$ cat src/rtl/serial_xfer_ctrl.sv
// Command sequencer for a shift-register pair: parallel load,
// counted shift, abort, and a one-cycle completion pulse.
module serial_xfer_ctrl #(
    parameter int WIDTH = 4,
    parameter int CNT_W = 3
) (
    input  logic             clk,
    input  logic             rstn,
    input  logic             cmd_valid,
    output logic             cmd_ready,
    input  logic [1:0]       cmd_op,
    input  logic [CNT_W-1:0] cmd_cnt,
    input  logic             abort,
    output logic             load,
    output logic             shift_ctl,
    output logic             busy,
    output logic             done,
    output logic             aborted,
    output logic [CNT_W-1:0] remaining
);

    typedef enum logic [1:0] {
        S_IDLE,
        S_LOAD,
        S_SHIFT,
        S_DONE
    } state_t;

    state_t           r_state;
    state_t           w_next;
    logic [CNT_W-1:0] r_rem;
    logic [CNT_W-1:0] w_rem_nxt;
    logic             r_aborted;
    logic             w_ab_nxt;
    logic             w_accept;
    logic [CNT_W-1:0] w_eff_cnt;

    assign cmd_ready = rstn && (r_state == S_IDLE);
    assign w_accept  = cmd_valid && (r_state == S_IDLE);
    assign w_eff_cnt = (cmd_cnt == '0) ? CNT_W'(WIDTH) : cmd_cnt;
    assign aborted   = r_aborted;
    assign remaining = r_rem;

    always_ff @(posedge clk or negedge rstn) begin
        if (!rstn) begin
            r_state   <= S_IDLE;
            r_rem     <= '0;
            r_aborted <= 1'b0;
        end else begin
            r_state   <= w_next;
            r_rem     <= w_rem_nxt;
            r_aborted <= w_ab_nxt;
        end
    end

    always_comb begin
        w_next    = r_state;
        w_rem_nxt = r_rem;
        w_ab_nxt  = 1'b0;
        load      = 1'b0;
        shift_ctl = 1'b0;
        busy      = 1'b1;
        done      = 1'b0;
        unique case (r_state)
            S_IDLE: begin
                busy      = 1'b0;
                w_rem_nxt = '0;
                if (w_accept) begin
                    unique case (cmd_op)
                        2'b00: w_next = S_DONE;
                        2'b01: w_next = S_LOAD;
                        2'b10: begin
                            w_next    = S_SHIFT;
                            w_rem_nxt = w_eff_cnt;
                        end
                        2'b11: begin
                            w_next    = S_LOAD;
                            w_rem_nxt = w_eff_cnt;
                        end
                        default: w_next = S_IDLE;
                    endcase
                end
            end
            S_LOAD: begin
                load = 1'b1;
                if (abort) begin
                    w_next    = S_DONE;
                    w_rem_nxt = '0;
                    w_ab_nxt  = 1'b1;
                // a plain LOAD carries a zero count, LOAD_SHIFT never does
                end else if (r_rem == '0) begin
                    w_next = S_DONE;
                end else begin
                    w_next = S_SHIFT;
                end
            end
            S_SHIFT: begin
                shift_ctl = 1'b1;
                w_rem_nxt = r_rem - CNT_W'(1);
                if (abort) begin
                    w_next    = S_DONE;
                    w_rem_nxt = '0;
                    w_ab_nxt  = 1'b1;
                end else if (r_rem == CNT_W'(1)) begin
                    w_next = S_DONE;
                end
            end
            S_DONE: begin
                done     = 1'b1;
                w_ab_nxt = r_aborted;
                w_next   = S_IDLE;
            end
            default: w_next = S_IDLE;
        endcase
        if (r_state == S_DONE) w_ab_nxt = 1'b0;
    end

endmodule
$ cat config.mk
export PLATFORM = sky130hd
export DESIGN_NAME = serial_xfer_ctrl
export DESIGN_NICKNAME = d
export VERILOG_FILES = /design/src/rtl/serial_xfer_ctrl.sv
export SDC_FILE = /design/constraint.sdc
export NUM_CORES = 1
export LEC_CHECK = 0
export BUFFER_PORTS_ARGS = -buffer_cell sky130_fd_sc_hd__buf_4
export CORE_AREA = 2 2 39 41
export DETAILED_ROUTE_END_ITERATION = 10
export DIE_AREA = 0 0 41 43
export HOLD_SLACK_MARGIN = 0.08
export PLACE_DENSITY = 0.67
export SKIP_LAST_GASP = 1
export SLEW_MARGIN = 10
export SYNTH_ARGS = -nofsm -noshare
export SYNTH_HDL_FRONTEND = slang
export SYNTH_SLANG_ARGS = --single-unit
$ cat constraint.sdc
create_clock -name clk -period 2.85 [get_ports clk]
set_input_delay 0.1425 -clock clk [delete_from_list [all_inputs] [get_ports clk]]
set_output_delay 0.1425 -clock clk [all_outputs]
set_load 0.03 [all_outputs]
# Word-level counts from Yosys, hierarchy flattened
# Cells that the tools add are included.
# Widths: inputs -> output; s select.
dict set report totals {
  in_bits 9
  out_inout_bits 9
  regBits 6
  wordCells 46
}
dict set report classes {
  n_mux 20
  n_addsub 1
  n_eq_ne 10
  reduce_logical 12
}
# cell n
set ops {}
lappend ops {{$mux 3} 5}
lappend ops {{$mux 1} 9}
lappend ops {{$pmux 3 s3} 1}
lappend ops {{$eq 2x2->1 const B} 4}
lappend ops {{$pmux 2 s4} 1}
lappend ops {{$logic_not 3->1} 2}
lappend ops {{$mux 2} 3}
lappend ops {{$pmux 2 s3} 1}
lappend ops {{$reduce_or 2->1} 3}
lappend ops {{$eq 2x1->1 const B} 2}
lappend ops {{$logic_not 2->1} 2}
lappend ops {{$ne 2x2->1 const B} 2}
lappend ops {{$reduce_and 2->1} 2}
lappend ops {{$eq 3x1->1 const B} 1}
lappend ops {{$ne 3x3->1 const B} 1}
lappend ops {{$reduce_bool 3->1} 1}
lappend ops {{$sub 3x1->3 const B} 1}
lappend ops {{$logic_and 1x1->1} 2}

# Longest topological paths before layout
dict set report depth {
  ltp_word 5
  mapped_depth 5
  ltp_nobuf 5
}

# Worst setup path after synthesis
# No wires, ideal clock.
dict set report synth_timing {
  path_type {register -> register}
  from {reg r_state[0]}
  to {reg r_rem[0] (netlist: remaining[0])}
  period_less_slack_ps 1701
  required_ps 2725
  path_stages_with_launch 6
  setup_time_ps 125
  slack_ps 1149
  path_buffers 0
  arrival_ps 1576
  cell_sequence {dfrtp_1 -> inv_1 -> ha_1 -> or3_4 -> nand2_4 -> mux2_4}
}
dict set report synth_between {
  elab_chain_cells 4
  elab_cells_between_ends 9
  cone_classes {eq/ne (3); mux (2); reduce/logical (4)}
}
# element line_no
set synth_rtl {}
lappend synth_rtl {{from (decl)} 29} ;# state_t r_state;
lappend synth_rtl {{from (signal assigned)} 50} ;# r_state <= w_next;
lappend synth_rtl {{$logic_not 2->1} {39, 64}}
lappend synth_rtl {{$logic_and 1x1->1} 39} ;# assign w_accept = cmd_valid && (r_state == S_IDLE);
lappend synth_rtl {{$mux 3} 68} ;# if (w_accept) begin
lappend synth_rtl {{$pmux 3 s3} 64} ;# unique case (r_state)
lappend synth_rtl {{to (signal assigned)} 51} ;# r_rem <= w_rem_nxt;
lappend synth_rtl {{to (decl)} 31} ;# logic [CNT_W-1:0] r_rem;
# Several ways; a longest one is shown, not always the timed one.
# A chain may end at the register's enable or synchronous reset.

# Worst setup path in the final report
# Ends and elaborated chain as after synthesis.

==> impl_metrics.csv <==
group,metric,value,unit
detailed_routing,num_vias,414,
detailed_routing,drc_errors,0,
clock_network,cts_setup_buffers,0,
sta,tightest_slew,0.203,ns
worst_setup_path,max_stage_delay,0.40,ns
placed_design,dp_hpwl,850,um
layout,layout_commonest_cell,"buf_4",
detailed_routing,routedWlPerCell,12.3,um
layout,nets,89,
clock_network,clk_latency,0.24,ns
yosys,synth_area,498,um2
clock_network,path_clk_slew,0.05,ns
sta,slew_viol_final,0,
sta,relSlewSlack,86.4,%
yosys,ys_warn_count,0,
yosys,ys_types,22,
die,die_area,1760,um2
worst_setup_path,reg2reg_slack,1.21,ns
status,status,"finished clean",
grt,grt_max_degree,8,
clock_network,ctsResizeCount,0,
detailed_routing,via_per_inst,4.81,
yosys,synth_seq_cells,6,
placed_design,io_buffer_count,17,
hold_path,hold_depth,3,
worst_setup_path,cp-start-kind,"register",
power,power.share.sequential,20.0,%
sta,clock.fmax,0.608,GHz
grt,grt.total_usage,15.1,%
yosys,synth-main-ff-cell,"dfrtp_1",
power,swShare,47.8,%
sta,skew,0.00440,ns
worst_setup_path,crit_chain,"inv_1, ha_1, or3_4, nand2_4, mux2_4",
worst_setup_path,worstPathArrival,1.77,ns
power,switching_power,0.394,mW
sta,final_hold_viol_count,0,
worst_setup_path,critPathLaunch,"r_state[0]",
die,placement_rows,14,
layout,stdcell_count,86,
yosys,synth_top_area_share,30.2,%
yosys,avgSynthCellArea,10.2,um2
worst_setup_path,r2r_end,"remaining[0]",
clock_network,cts.path.max_buffers,2,
die,io_pins,18,
clock_network,clock-sinks,6,
worst_setup_path,reg2regPathDepth,5,
sta,fin_crit_sh,57.7,%
power,power,0.826,mW
clock_network,numCtsBuffers,3,
worst_setup_path,crit_slowest_cell,"or3_4",
worst_setup_path,worstSetupPathType,"reg -> reg",
yosys,syn-num-nets,66,
clock_network,cts_tree,"yes",
sta,tns,0,ns
worst_setup_path,crit_end,"remaining[0]",
yosys,synth_cells,49,
power,power.share.combinational,70.6,%
layout,n_antenna_cell,0,
die,die_w,41,um
yosys,synth_edf_count,0,
grt,grt_pass1_wl,1750,um
layout,final_cell_mix,"buf_4, inv_1, ha_1",
yosys,synthTopCellsByArea,"dfrtp_1, ha_1, inv_1",
power,clkPwrFrac,9.4,%
worst_setup_path,path_max_fanout,5,
worst_setup_path,timing.rr.start,"r_state[0]",
detailed_routing,drt_wl_total,1060,um
power,cellPowerDensity,1220,nW/um2
detailed_routing,ant_nets,0,
die,core,1380,um2
yosys,async_reset_ff_share,100,%
detailed_routing,firstDrtPassIters,4,
layout,final_util,49.0,%
worst_setup_path,worstSetupEndpointType,"register",
placed_design,dp_cells,82,
clock_network,cts-root-buf,"clkbuf_4",
grt,grt_antenna_before_repair,0,
detailed_routing,drtIter0Drc,1,
grt,grt_pass1_vias,428,
power,peakVddDrop,504,uV
job,maxCapViolCount,0,
clock_network,htreeDepth,1,
power,internal_power,0.431,mW
sta,setup_viol,0,
yosys,seq_area_frac_synth,30.2,%
clock_network,ctsHoldBuffers,1,
die,die_y,43,um
yosys,synth.largest_area_cell,"dfrtp_1",
sta,post-route-min-period,1.64,ns
grt,grt_overflow,0,
worst_setup_path,required,2.98,ns
hold_path,hold_class,"in -> reg",
die,initial_core_util,36.0,%
layout,area_delta_synth_final,36.2,%
sta,rsz0062_at_grt,"false",
placed_design,place_congestion,0.720,
power,p_leak,0.365,nW
layout,layout-drive-gt1-share,37.1,%
-- power groups by stage --
stage	clock, mW	combinational, mW	sequential [mW]
2_1_floorplan	0	0.379	0.208
3_3_place_gp	0	0.583	0.165
5_1_grt	0.0894	0.638	0.171
3_5_place_dp	0	0.585	0.167
4_1_cts	0.0804	0.589	0.166
6_report	0.0780	0.583	0.165
-- logic make-up (layout without fill, tap and decap cells) --
logic type,Yosys count,count (layout),synth area share (%)
compound gates,10,10,15.6
buf+inv,9,30,6.78
mux,4,4,10.1
flops,6,6,30.1
fa+ha+maj,8,8,20.1
simple gates,12,12,17.3
-- final cells by class --
cell class / instances / area [um2]
fillers: 130 / 706
flip-flops and latches: 6 / 150
clock buffers: 3 / 22.5
inverters: 9 / 33.8
repair buffers: 18 / 138
well taps: 16 / 20.0
multi-input cells: 34 / 314
-- sequential cells by signal, summed over array words and instances, names as in the netlist --
register / flops
r_state: 2
aborted: 1
remaining: 3
-- how the worst min path moves through the flow --
stage,from,to,slack [ns]
final,abort,aborted,0.17
after global routing,abort,aborted,0.17
after CTS,abort,aborted,0.16
after detailed placement,rstn,remaining[1],-0.04
after global placement,rstn,remaining[0],-0.04
after floorplan,rstn,aborted,-0.15
-- critical path, delay by kind of cell (launching register included) --
kind | cells | cell delay [ns]
and+or+nand+nor | 2 | 0.50
buffers and inverters | 1 | 0.10
adders and majority gates | 1 | 0.27
muxes | 1 | 0.30
DFF | 1 | 0.37
-- synth_stat cells, drive strengths merged (2+ instances only) --
master	n
o22ai	2
nand2	3
ha	8
nand3b	2
o32a	2
dfrtp	6
o21ai	2
mux2i	2
mux2	2
inv	9
-- per-layer routing --
layer	up-vias	track usage, %	routed length [um]
met3	0	9.42	88
met2	15	23.8	500
met5	-	0	0
li1	211	-	-
met4	0	2.00	0
met1	188	17.2	473
-- stage by stage --
| stage | hold WS, ns | setup slack [ns] | area [um2] |
|---|---|---|---|
| 2_1_floorplan | -0.153 | 1.15 | 498 |
| 3_3_place_gp | -0.0440 | 1.26 | 646 |
| 3_5_place_dp | -0.0429 | 1.20 | 646 |
| 4_1_cts | 0.163 | 1.20 | 678 |
| 5_1_grt | 0.171 | 1.14 | 678 |
| 6_report | 0.167 | 1.21 | 678 |
Power figures use the tool's default switching activity.
